[src/rtl/rom_loader_if.sv]
// Memory write port of the boot loader: word address/data with a valid/ready handshake.
interface rom_loader_if;
  logic [31:0] mem_address;
  logic [31:0] mem_write_data;
  logic        mem_write_enable;
  logic        mem_ready;

  modport master (
    output mem_address,
    output mem_write_data,
    output mem_write_enable,
    input  mem_ready
  );

  modport slave (
    input  mem_address,
    input  mem_write_data,
    input  mem_write_enable,
    output mem_ready
  );
endinterface

[src/rtl/rom_loader.sv]
// Boot loader: streams bytes from a combinational ROM, packs them little-endian
// into 32-bit words and writes them to memory until the ROM flags its last byte.
module rom_loader #(
  parameter logic [31:0] BASE_ADDR = 32'h0000_0000,
  parameter int unsigned MAX_BYTES = 65536
) (
  input  logic         clk,
  input  logic         reset_n,
  input  logic         start,
  output logic [31:0]  rom_address,
  input  logic [7:0]   rom_byte,
  input  logic         rom_done,
  rom_loader_if.master mem,
  output logic         busy,
  output logic         finished,
  output logic         error,
  output logic [31:0]  word_count
);

  localparam logic [31:0] BYTE_LIMIT = 32'(MAX_BYTES);

  typedef enum logic [1:0] {IDLE, FETCH, WRITE, DONE} state_t;

  state_t      state;
  logic [31:0] buffer;
  logic [31:0] merged;
  logic        last_byte;

  // Current buffer with the ROM byte dropped into its lane.
  always_comb begin
    merged = buffer;
    merged[{rom_address[1:0], 3'b000} +: 8] = rom_byte;
  end

  always_ff @(posedge clk) begin
    if (!reset_n) begin
      state                <= IDLE;
      rom_address          <= '0;
      buffer               <= '0;
      last_byte            <= 1'b0;
      mem.mem_address      <= '0;
      mem.mem_write_data   <= '0;
      mem.mem_write_enable <= 1'b0;
      busy                 <= 1'b0;
      finished             <= 1'b0;
      error                <= 1'b0;
      word_count           <= '0;
    end else begin
      case (state)
        IDLE, DONE: begin
          if (start) begin
            state       <= FETCH;
            rom_address <= '0;
            buffer      <= '0;
            last_byte   <= 1'b0;
            word_count  <= '0;
            finished    <= 1'b0;
            error       <= 1'b0;
            busy        <= 1'b1;
          end
        end
        FETCH: begin
          // Overrun guard: byte number MAX_BYTES is never latched.
          if (rom_address >= BYTE_LIMIT) begin
            state    <= DONE;
            error    <= 1'b1;
            finished <= 1'b1;
            busy     <= 1'b0;
          end else begin
            buffer    <= merged;
            last_byte <= rom_done;
            if (rom_address[1:0] == 2'd3 || rom_done) begin
              state                <= WRITE;
              mem.mem_write_enable <= 1'b1;
              mem.mem_write_data   <= merged;
              mem.mem_address      <= BASE_ADDR + {word_count[29:0], 2'b00};
            end else begin
              rom_address <= rom_address + 32'd1;
            end
          end
        end
        WRITE: begin
          if (mem.mem_ready) begin
            mem.mem_write_enable <= 1'b0;
            word_count           <= word_count + 32'd1;
            if (last_byte) begin
              state    <= DONE;
              finished <= 1'b1;
              busy     <= 1'b0;
            end else begin
              state       <= FETCH;
              buffer      <= '0;
              rom_address <= rom_address + 32'd1;
            end
          end
        end
        default: state <= IDLE;
      endcase
    end
  end

endmodule

[src/flat_wrapper.sv]
// flat-port wrapper written by rule: the top's interface ports become plain ports
module rom_loader_flat 
#(
  parameter logic [31:0] BASE_ADDR = 32'h0000_0000,
  parameter int unsigned MAX_BYTES = 65536
)
  (clk, reset_n, start, rom_address, rom_byte, rom_done, busy, finished, error, word_count, mem_mem_address, mem_mem_write_data, mem_mem_write_enable, mem_mem_ready);
  rom_loader_if mem_i ();
  input  logic clk;
  input  logic reset_n;
  input  logic start;
  output logic [31:0] rom_address;
  input  logic [7:0] rom_byte;
  input  logic rom_done;
  output logic busy;
  output logic finished;
  output logic error;
  output logic [31:0] word_count;
  output wire logic [$bits(mem_i.mem_address)-1:0] mem_mem_address;
  output wire logic [$bits(mem_i.mem_write_data)-1:0] mem_mem_write_data;
  output wire logic [$bits(mem_i.mem_write_enable)-1:0] mem_mem_write_enable;
  input wire logic [$bits(mem_i.mem_ready)-1:0] mem_mem_ready;
  assign mem_mem_address = mem_i.mem_address;
  assign mem_mem_write_data = mem_i.mem_write_data;
  assign mem_mem_write_enable = mem_i.mem_write_enable;
  assign mem_i.mem_ready = mem_mem_ready;
  rom_loader #(.BASE_ADDR(BASE_ADDR), .MAX_BYTES(MAX_BYTES)) u_core (.clk(clk), .reset_n(reset_n), .start(start), .rom_address(rom_address), .rom_byte(rom_byte), .rom_done(rom_done), .mem(mem_i), .busy(busy), .finished(finished), .error(error), .word_count(word_count));
endmodule
[config.mk]
export PLATFORM = sky130hd
export DESIGN_NAME = rom_loader_flat
export DESIGN_NICKNAME = d
export VERILOG_FILES = /design/src/rtl/rom_loader_if.sv /design/src/rtl/rom_loader.sv /design/src/flat_wrapper.sv
export SDC_FILE = /design/constraint.sdc
export NUM_CORES = 1
export LEC_CHECK = 0
export BUFFER_PORTS_ARGS = -buffer_cell sky130_fd_sc_hd__buf_2
export CAP_MARGIN = 20
export CORE_ASPECT_RATIO = 1.5
export CORE_MARGIN = 2
export CORE_UTILIZATION = 40
export DETAILED_ROUTE_END_ITERATION = 16
export GPL_ROUTABILITY_DRIVEN = 1
export HOLD_SLACK_MARGIN = 0.06
export PLACE_DENSITY_LB_ADDON = 0.12
export SYNTH_ARGS = -nofsm -noshare
export SYNTH_HDL_FRONTEND = slang
export SYNTH_SLANG_ARGS = --single-unit
[constraint.sdc]
create_clock -name clk -period 2.75 [get_ports clk]
set_clock_uncertainty 0.1 [all_clocks]
set_input_delay 0.275 -clock clk [delete_from_list [all_inputs] [get_ports clk]]
set_output_delay 0.275 -clock clk [all_outputs]
set_load 0.005 [all_outputs]
==> flow_summary.json, run 1 <==
{
  "filler_cell_count": 1829,
  "h-tree-depth": 4,
  "cp_num_cells": 7,
  "slew_viol_final": 0,
  "layout_commonest_cell": "dfxtp_1",
  "dr.first_iter.drc_count": 405,
  "ys_warn_count": 0,
  "r2r_slack_ns": 0.29,
  "synth-async-reset-ratio_pct": 0,
  "crit_path_end_kind": "register",
  "grt_max_degree": 103,
  "io_pins": 145,
  "crit_required_ns": 3.02,
  "cts_setup_buffers": 0,
  "grt_pass1_wl_mm": 31.7,
  "clk_latency_ns": 0.42,
  "antenna_found_initial": 0,
  "r2r_end": "u_core.rom_address[12]",
  "r2r-start": "u_core.state[0]",
  "synth.avg_cell_area_um2": 7.92,
  "crit_type": "register to register",
  "p_int_mw": 4.40,
  "ir_drop_v": 0.000335,
  "cts_buffers": 17,
  "dr.pass1.iters": 4,
  "cp_slowest_cell": "or4_1",
  "startpoint_type": "register",
  "slew_headroom_pct": 49.4,
  "die_y_um": 170,
  "vias": 6848,
  "fin_util_pct": 49.3,
  "path_max_fanout": 15,
  "switchingPower_mw": 1.80,
  "combinationalPowerShare_pct": 19.3,
  "cts_root_buffer": "clkbuf_16",
  "hp-class": "input pin to register",
  "ant_nets": 0,
  "mostFrequentLayoutCells": "165 x dfxtp_1, 148 x nor2_1, 142 x buf_2, 111 x nand2_1, 57 x a21oi_1",
  "synthesis.area_mm2": 0.00737,
  "setup_violations": 0,
  "tightest_slew_ns": 0.755,
  "worstRegToRegCells": 7,
  "pre_cts_slack_ns": 0.300,
  "grt_pass1_vias": 6313,
  "vias_per_cell": 5.34,
  "die_x_um": 115,
  "fin_ws_ns": 0.291,
  "rows": 60,
  "power_density_mw_per_mm2": 697,
  "cts_tree": "yes",
  "multi_input_area_mm2": 0.00363,
  "synth_cells": 930,
  "critPathLaunch": "u_core.state[0]",
  "slowest_delay_ns": 0.51,
  "grt_overflow": 0,
  "drive_above_1_share_pct": 19.8,
  "synth_edf_count": 0,
  "crit_chain": "inv_1 -> ha_1 -> nor2b_1 -> a2111oi_0 -> a211o_2 -> or4_1 -> nand2_1",
  "hp-start": "mem_mem_ready",
  "drc": 0,
  "synthFlopType": "dfxtp_1",
  "register_area_mm2": 0.00330,
  "leakage_nw": 3.49,
  "run_status": "completed",
  "fmax_mhz": 407,
  "period_share_pct": 89.4,
  "ys_ff_latch": 165,
  "fin_setup_tns_ns": 0,
  "crit_arrival_ns": 2.73,
  "routedWlPerCell_um": 15.1,
  "cts.path.max_buffers": 2,
  "clockPowerShare_pct": 39.2,
  "postPlaceCellArea_mm2": 0.00828,
  "totalPowerFinal_mw": 6.20,
  "totalWireLength_mm": 19.3,
  "post-route-min-period_ns": 2.46,
  "seqPwrFrac_pct": 41.5,
  "grt.total_usage_pct": 19.9,
  "core-area_mm2": 0.0180,
  "crit_family": "simple AND/OR/NAND/NOR gates",
  "max_cap_violations": 0,
  "path_clk_slew_ns": 0.06,
  "start_util_pct": 40.9,
  "ys_seq_area_share_pct": 44.8,
  "path_buf_inv": 1,
  "grt_setup_unrepaired": "no",
  "synthDistinctLibCells": 59,
  "final_cell_area_mm2": 0.00889,
  "cts.sinks": 165,
  "place.gp.congestion": 0.796,
  "switching_share_pct": 29.0,
  "fp.dieArea_mm2": 0.0195,
  "hold_viol_final": 0,
  "critPathCapture": "u_core.rom_address[12]",
  "finalNetCount": 1074,
  "dpl.hpwl_mm": 13.1,
  "diodes": 0,
  "area_delta_synth_final_pct": 20.7,
  "portBuffers": 142
}
==> timing repair <==
item                      in CTS  in global routing
gates resized for setup        0                  0
hold endpoints to repair       3                  0
hold buffers                   1                  0
==> layout make-up <==
type / instances / area share, %
Clock buffer: 23 / 5.38
Clock inverter: 8 / 1.39
Inverter: 45 / 1.91
Multi-Input combinational cell: 660 / 40.8
Sequential cell: 165 / 37.2
Tap cell: 217 / 3.05
Timing Repair Buffer: 164 / 10.3
==> cells in the mapped netlist (11+ instances only) <==
library cell,count,area (um^2)
nor3_1,36,180
buf_2,17,85.1
clkbuf_1,35,131
or3_1,11,68.8
dfxtp_1,165,3300
xor2_1,30,263
nand2_1,111,417
nand3_1,35,175
o21ai_0,50,250
nand4_1,31,194
or4_1,15,113
a22oi_1,32,240
inv_1,45,169
nor2_1,148,556
a21oi_1,57,285
==> registers in the layout, summed over array words and instances, names as in the netlist, 2 cells and up <==
name / flops
u_core.buffer: 32
u_core.mem.mem_address: 30
u_core.mem.mem_write_data: 32
u_core.rom_address: 32
u_core.state: 2
u_core.word_count: 32
==> worst reg2reg max path: stages (launching register included) <==
cell,delay (ns)
dfxtp_1,0.35
inv_1,0.05
ha_1,0.28
nor2b_1,0.37
a2111oi_0,0.17
a211o_2,0.50
or4_1,0.51
nand2_1,0.08
==> power by group through the flow <==
stage,Combinational [mW],Clock (mW),Sequential [mW]
finish,1.20,2.43,2.57
global route,1.35,2.60,2.58
CTS,1.22,2.50,2.57
detailed placement,1.22,0,2.63
global placement,1.22,0,2.62
floorplan,0.819,0,2.64
==> cells by family after synthesis <==
kind of cell	Yosys count	synth area share (%)
buffers and inverters	106	6.23
XOR/XNOR	36	4.28
multiplexers	3	0.425
adder cells (fa/ha/maj)	8	1.36
AND/OR/NAND/NOR	437	28.4
flip-flops	165	44.8
other	1	0.0509
AO/OA/AOI/OAI	174	14.4
==> layer usage <==
layer | up-vias | GRT usage, % | share of wire (%) | wire length (um)
li1 | 3465 | - | - | -
met1 | 3189 | 25.0 | 44 | 8580
met2 | 172 | 34.0 | 50 | 9600
met3 | 22 | 4.02 | 4.2 | 803
met4 | 0 | 6.60 | 1.6 | 314
met5 | - | 0 | 0 | 0
==> worst min path at each step <==
stage / to / slack, ns / cells past startpoint
finish: u_core.word_count[1] / 0.12 / 3
global route: u_core.word_count[1] / 0.13 / 3
CTS: u_core.word_count[1] / 0.1 / 3
detailed placement: u_core.mem.mem_address[31] / 0.35 / 2
global placement: u_core.mem.mem_address[31] / 0.34 / 2
floorplan: u_core.state[0] / 0.31 / 1
==> metrics by stage <==
step,hold WS [ns],std cells
floorplan,0.308,931
detailed placement,0.345,1250
CTS,0.0954,1282
finish,0.122,1282
global placement,0.339,1250
global route,0.132,1282
Note: power is estimated with default switching activity, not from simulation.
==> run 2: changes to the inputs <==
Settings changed: GPL_ROUTABILITY_DRIVEN 1 to not set, GPL_TIMING_DRIVEN set to 0.
==> run 2 against run 1 <==
Compared with the run above: fmax down 6.8%; clock power grew 4%; total power rose by 3.1%.
==> flow_summary.json, run 2 (synthesis results as in run 1) <==
{
  "fmax_mhz": 379,
  "vias": 7088,
  "antenna_found_initial": 0,
  "core-area_mm2": 0.0180,
  "hold_viol_final": 0,
  "ir_drop_v": 0.000323,
  "die_y_um": 170,
  "io_pins": 145,
  "setup_violations": 0,
  "die_x_um": 115,
  "layout_commonest_cell": "dfxtp_1",
  "grt_pass1_vias": 6705,
  "cts_buffers": 17,
  "power_density_mw_per_mm2": 705,
  "crit_required_ns": 2.97,
  "leakage_nw": 3.57,
  "grt_max_degree": 17,
  "ant_nets": 0,
  "r2r_slack_ns": 0.11,
  "fin_setup_tns_ns": 0,
  "r2r_end": "u_core.word_count[28]",
  "diodes": 0,
  "worstRegToRegCells": 10,
  "hp-class": "input pin to register",
  "max_cap_violations": 0,
  "filler_cell_count": 1836,
  "area_delta_synth_final_pct": 22.9,
  "dr.pass1.iters": 5,
  "routedWlPerCell_um": 16.0,
  "cts_root_buffer": "clkbuf_16",
  "rows": 60,
  "h-tree-depth": 4,
  "dpl.hpwl_mm": 15.4,
  "grt_pass1_wl_mm": 33.8,
  "cts_tree": "yes",
  "cts.path.max_buffers": 2,
  "grt_setup_unrepaired": "yes",
  "r2r-start": "u_core.state[0]",
  "startpoint_type": "register",
  "crit_arrival_ns": 2.86,
  "hp-start": "mem_mem_ready",
  "hold_depth": 3,
  "clk_latency_ns": 0.43,
  "tightest_slew_ns": 0.826,
  "grt_overflow": 0,
  "final_cell_area_mm2": 0.00906,
  "start_util_pct": 40.9,
  "holdPathEnd": "u_core.word_count[1]",
  "cts.sinks": 165,
  "drive_above_1_share_pct": 20.0,
  "totalWireLength_mm": 21.2,
  "drc": 0,
  "run_status": "completed",
  "period_share_pct": 96.0,
  "post-route-min-period_ns": 2.64,
  "path_clk_slew_ns": 0.07,
  "dr.first_iter.drc_count": 423,
  "postPlaceCellArea_mm2": 0.00835,
  "slew_headroom_pct": 44.6,
  "crit_type": "register to register",
  "portBuffers": 142,
  "place.gp.congestion": 0.861,
  "vias_per_cell": 5.35,
  "fin_util_pct": 50.3,
  "mostFrequentLayoutCells": "165 x dfxtp_1, 159 x buf_2, 148 x nor2_1, 111 x nand2_1, 56 x a21oi_1",
  "path_max_fanout": 10,
  "fp.dieArea_mm2": 0.0195,
  "slew_viol_final": 0,
  "crit_path_end_kind": "register",
  "grt.total_usage_pct": 21.8,
  "finalNetCount": 1117
}
-- run 2: cell types whose count changed in the layout (fill, tap and decap cells not counted), moves of 3 or more --
cell / delta
buf_6: +4
clkinv_2: -3
clkbuf_1: +33
buf_2: +17
buf_4: -14
clkbuf_2: +4
-- run 2: timing repair --
| action | in CTS | in global routing |
|---|---|---|
| hold buffers | 1 | 0 |
| pin swaps | 0 | 2 |
| hold endpoints to repair | 3 | 0 |
| setup endpoints to repair | 10 | 133 |
| resized for setup | 1 | 11 |
| cloned | 0 | 0 |
| setup buffers | 0 | 3 |
-- run 2: worst max path at each step --
stage,from,slack (ns),end,cells after the start
final,u_core.state[0],0.11,u_core.word_count[28],10
after global routing,u_core.state[0],-0.001,u_core.word_count[30],10
after CTS,u_core.rom_address[27],0.02,u_core.mem.mem_write_data[16],6
after detailed placement,u_core.state[0],-0.09,u_core.word_count[28],10
after global placement,u_core.state[0],-0.09,u_core.word_count[28],10
after floorplan,u_core.state[0],0.37,u_core.rom_address[23],10
-- run 2: power by group --
| part | internal (mW) | switching, mW | leakage [nW] |
|---|---|---|---|
| sequential | 2.51 | 0.0722 | 1.33 |
| combinational | 0.423 | 0.869 | 1.94 |
| clock | 1.51 | 1.01 | 0.289 |
-- run 2: cell type report --
cell class                 count  area [um^2]  area share [%]
tap                          217          272            3.00
timing repair buffer         146          756            8.34
sequential                   165         3300            36.5
buffer                        61          293            3.23
clock inverter                10          146            1.62
clock buffer                  22          474            5.23
multi-input combinational    660         3650            40.2
inverter                      45          169            1.86
-- run 2: through the flow --
stage	power [mW]	cells	hold WS (ns)	setup slack, ns
finish	6.39	1326	0.108	0.111
global route	6.68	1326	0.127	-0.00149
CTS	6.41	1323	0.0784	0.0190
detailed placement	3.89	1290	0.344	-0.0868
global placement	3.89	1290	0.340	-0.0918
floorplan	3.45	931	0.308	0.374
-- run 2: metal layers --
metal	vias up	part of all wire [%]	track usage (%)
li1	3555	-	-
met1	3309	44	25.8
met2	186	50	38.5
met3	38	4.2	3.85
met4	0	2.5	8.91
met5	-	0	0
-- run 2: worst max-delay path: stages (launching register included) --
cell and delay, ns:
dfxtp_1 0.37, inv_1 0.06, ha_1 0.30, buf_6 0.14, nor2b_1 0.12, buf_2 0.20
nor4b_4 0.52, buf_2 0.33, nand3_1 0.15, xnor2_1 0.18, nor2_1 0.05
==> run 3: changes to the inputs <==
Settings changed: CTS_BUF_LIST set to sky130_fd_sc_hd__clkbuf_4.
==> run 3 against run 2 <==
Compared with the run above: register-to-register slack improved by 0.05 ns; sequential power about the same; global-route usage shrank 0.15 points; cell count rose by 0.68%; setup slack gained 0.048 ns; clock-buffer cell count fell by 3; utilization fell by 1.3 points; design area shrank 2.7%; sequential share of layout area rose by 1.0 points; clock power shrank 40%; critical path type unchanged; critical endpoint is now u_core.rom_address[16]; highest routed layer unchanged.
==> flow_summary.json, run 3 (synthesis results as in run 1) <==
{
  "run_status": "completed",
  "tightest_slew_ns": 0.826,
  "die_y_um": 170,
  "max_cap_violations": 0,
  "startpoint_type": "register",
  "leakage_nw": 3.46,
  "crit_family": "simple AND/OR/NAND/NOR gates",
  "slew_viol_final": 0,
  "cts_buffers": 17,
  "cts_tree": "yes",
  "mostFrequentLayoutCells": "165 x dfxtp_1, 159 x buf_2, 148 x nor2_1, 111 x nand2_1, 56 x a21oi_1",
  "vias": 7041,
  "fp.dieArea_mm2": 0.0195,
  "cp_num_cells": 10,
  "cp_slowest_cell": "or4_1",
  "finalNetCount": 1125,
  "path_max_fanout": 10,
  "grt_max_degree": 17,
  "finalNonFillerCells": 1335,
  "antenna_found_initial": 1,
  "totalPowerFinal_mw": 5.40,
  "worstRegToRegCells": 10,
  "cts.path.max_buffers": 2,
  "hold_ws_ns": 0.0973,
  "dpl.hpwl_mm": 15.4,
  "drc": 0,
  "ant_nets": 0,
  "crit_top_cell": "buf_2",
  "crit_required_ns": 3.15,
  "power_density_mw_per_mm2": 613,
  "path_buf_inv": 4,
  "grt_setup_unrepaired": "no",
  "postPlaceCellArea_mm2": 0.00835,
  "fin_ws_ns": 0.159,
  "fin_setup_tns_ns": 0,
  "crit_path_end_kind": "register",
  "core-area_mm2": 0.0180,
  "rows": 60,
  "path_clk_slew_ns": 0.13,
  "hp-class": "input pin to register",
  "h-tree-depth": 4,
  "crit_chain": "inv_1 -> ha_1 -> buf_6 -> nor2b_1 -> buf_2 -> a211oi_2 -> a21oi_2 -> buf_2 -> or4_1 -> a21oi_1",
  "totalWireLength_mm": 21.1,
  "area_delta_synth_final_pct": 19.6,
  "dr.first_iter.drc_count": 427,
  "io_pins": 145,
  "layout_commonest_cell": "dfxtp_1",
  "filler_cell_count": 1867,
  "place_inst": 1290,
  "grt.total_usage_pct": 21.7,
  "pre_cts_slack_ns": -0.0868,
  "final_cell_area_mm2": 0.00882,
  "die_x_um": 115,
  "cts_root_buffer": "clkbuf_4",
  "post-route-min-period_ns": 2.59,
  "vias_per_cell": 5.27,
  "cts.sinks": 165,
  "slew_headroom_pct": 44.6,
  "period_share_pct": 94.2,
  "ir_drop_v": 0.000346,
  "slowest_delay_ns": 0.51,
  "grt_overflow": 0,
  "crit_arrival_ns": 2.99,
  "portBuffers": 142,
  "setup_violations": 0,
  "fin_util_pct": 48.9,
  "crit_type": "register to register",
  "fmax_mhz": 386,
  "start_util_pct": 40.9,
  "clk_latency_ns": 0.56,
  "place.gp.congestion": 0.861,
  "grt_pass1_vias": 6714,
  "hold_depth": 5,
  "dr.pass1.iters": 5,
  "grt_pass1_wl_mm": 33.7,
  "hold_viol_final": 0,
  "drive_above_1_share_pct": 20.0,
  "routedWlPerCell_um": 15.8
}
run 3: power breakdown:
part	internal [mW]	switching [mW]
logic	0.428	0.869
registers	2.51	0.0734
clock network	0.646	0.873
total	3.58	1.82
run 3: final timing paths:
kind	start	end	slack, ns
max	u_core.state[0]	u_core.rom_address[16]	0.16
min	rom_byte[1]	u_core.mem.mem_write_data[17]	0.1
max reg2reg	u_core.state[0]	u_core.rom_address[16]	0.16
min reg2reg	u_core.mem.mem_address[13]	u_core.mem.mem_address[13]	0.36
run 3: cell type report:
cell class | count | area, um^2 | share of cell area [%]
multi-input combinational | 660 | 3650 | 41.4
sequential | 165 | 3300 | 37.5
timing repair buffer | 154 | 831 | 9.42
buffer | 61 | 293 | 3.32
tap | 217 | 272 | 3.08
inverter | 45 | 169 | 1.92
clock inverter | 13 | 158 | 1.79
clock buffer | 19 | 143 | 1.62
antenna | 1 | 2.50 | 0.0284
run 3: repair_timing:
action,in CTS,in global routing
pin swaps,0,3
setup buffers,0,5
hold buffers,7,0
endpoints found under the hold margin,10,0
endpoints found under the setup margin,16,129
gates resized for setup,2,10
run 3: worst reg2reg max path: stages, from the launching register on:
cell      delay (ns)
dfxtp_1         0.40
inv_1           0.06
ha_1            0.30
buf_6           0.14
nor2b_1         0.12
buf_2           0.20
a211oi_2        0.28
a21oi_2         0.07
buf_2           0.20
or4_1           0.51
a21oi_1         0.15
run 3: routing by layer:
layer / track usage [%] / up-vias / part of all wire [%]
li1: - / 3569 / -
met1: 25.8 / 3267 / 44
met2: 38.3 / 175 / 50
met3: 4.42 / 30 / 4.4
met4: 7.65 / 0 / 2.0
met5: 0 / - / 0
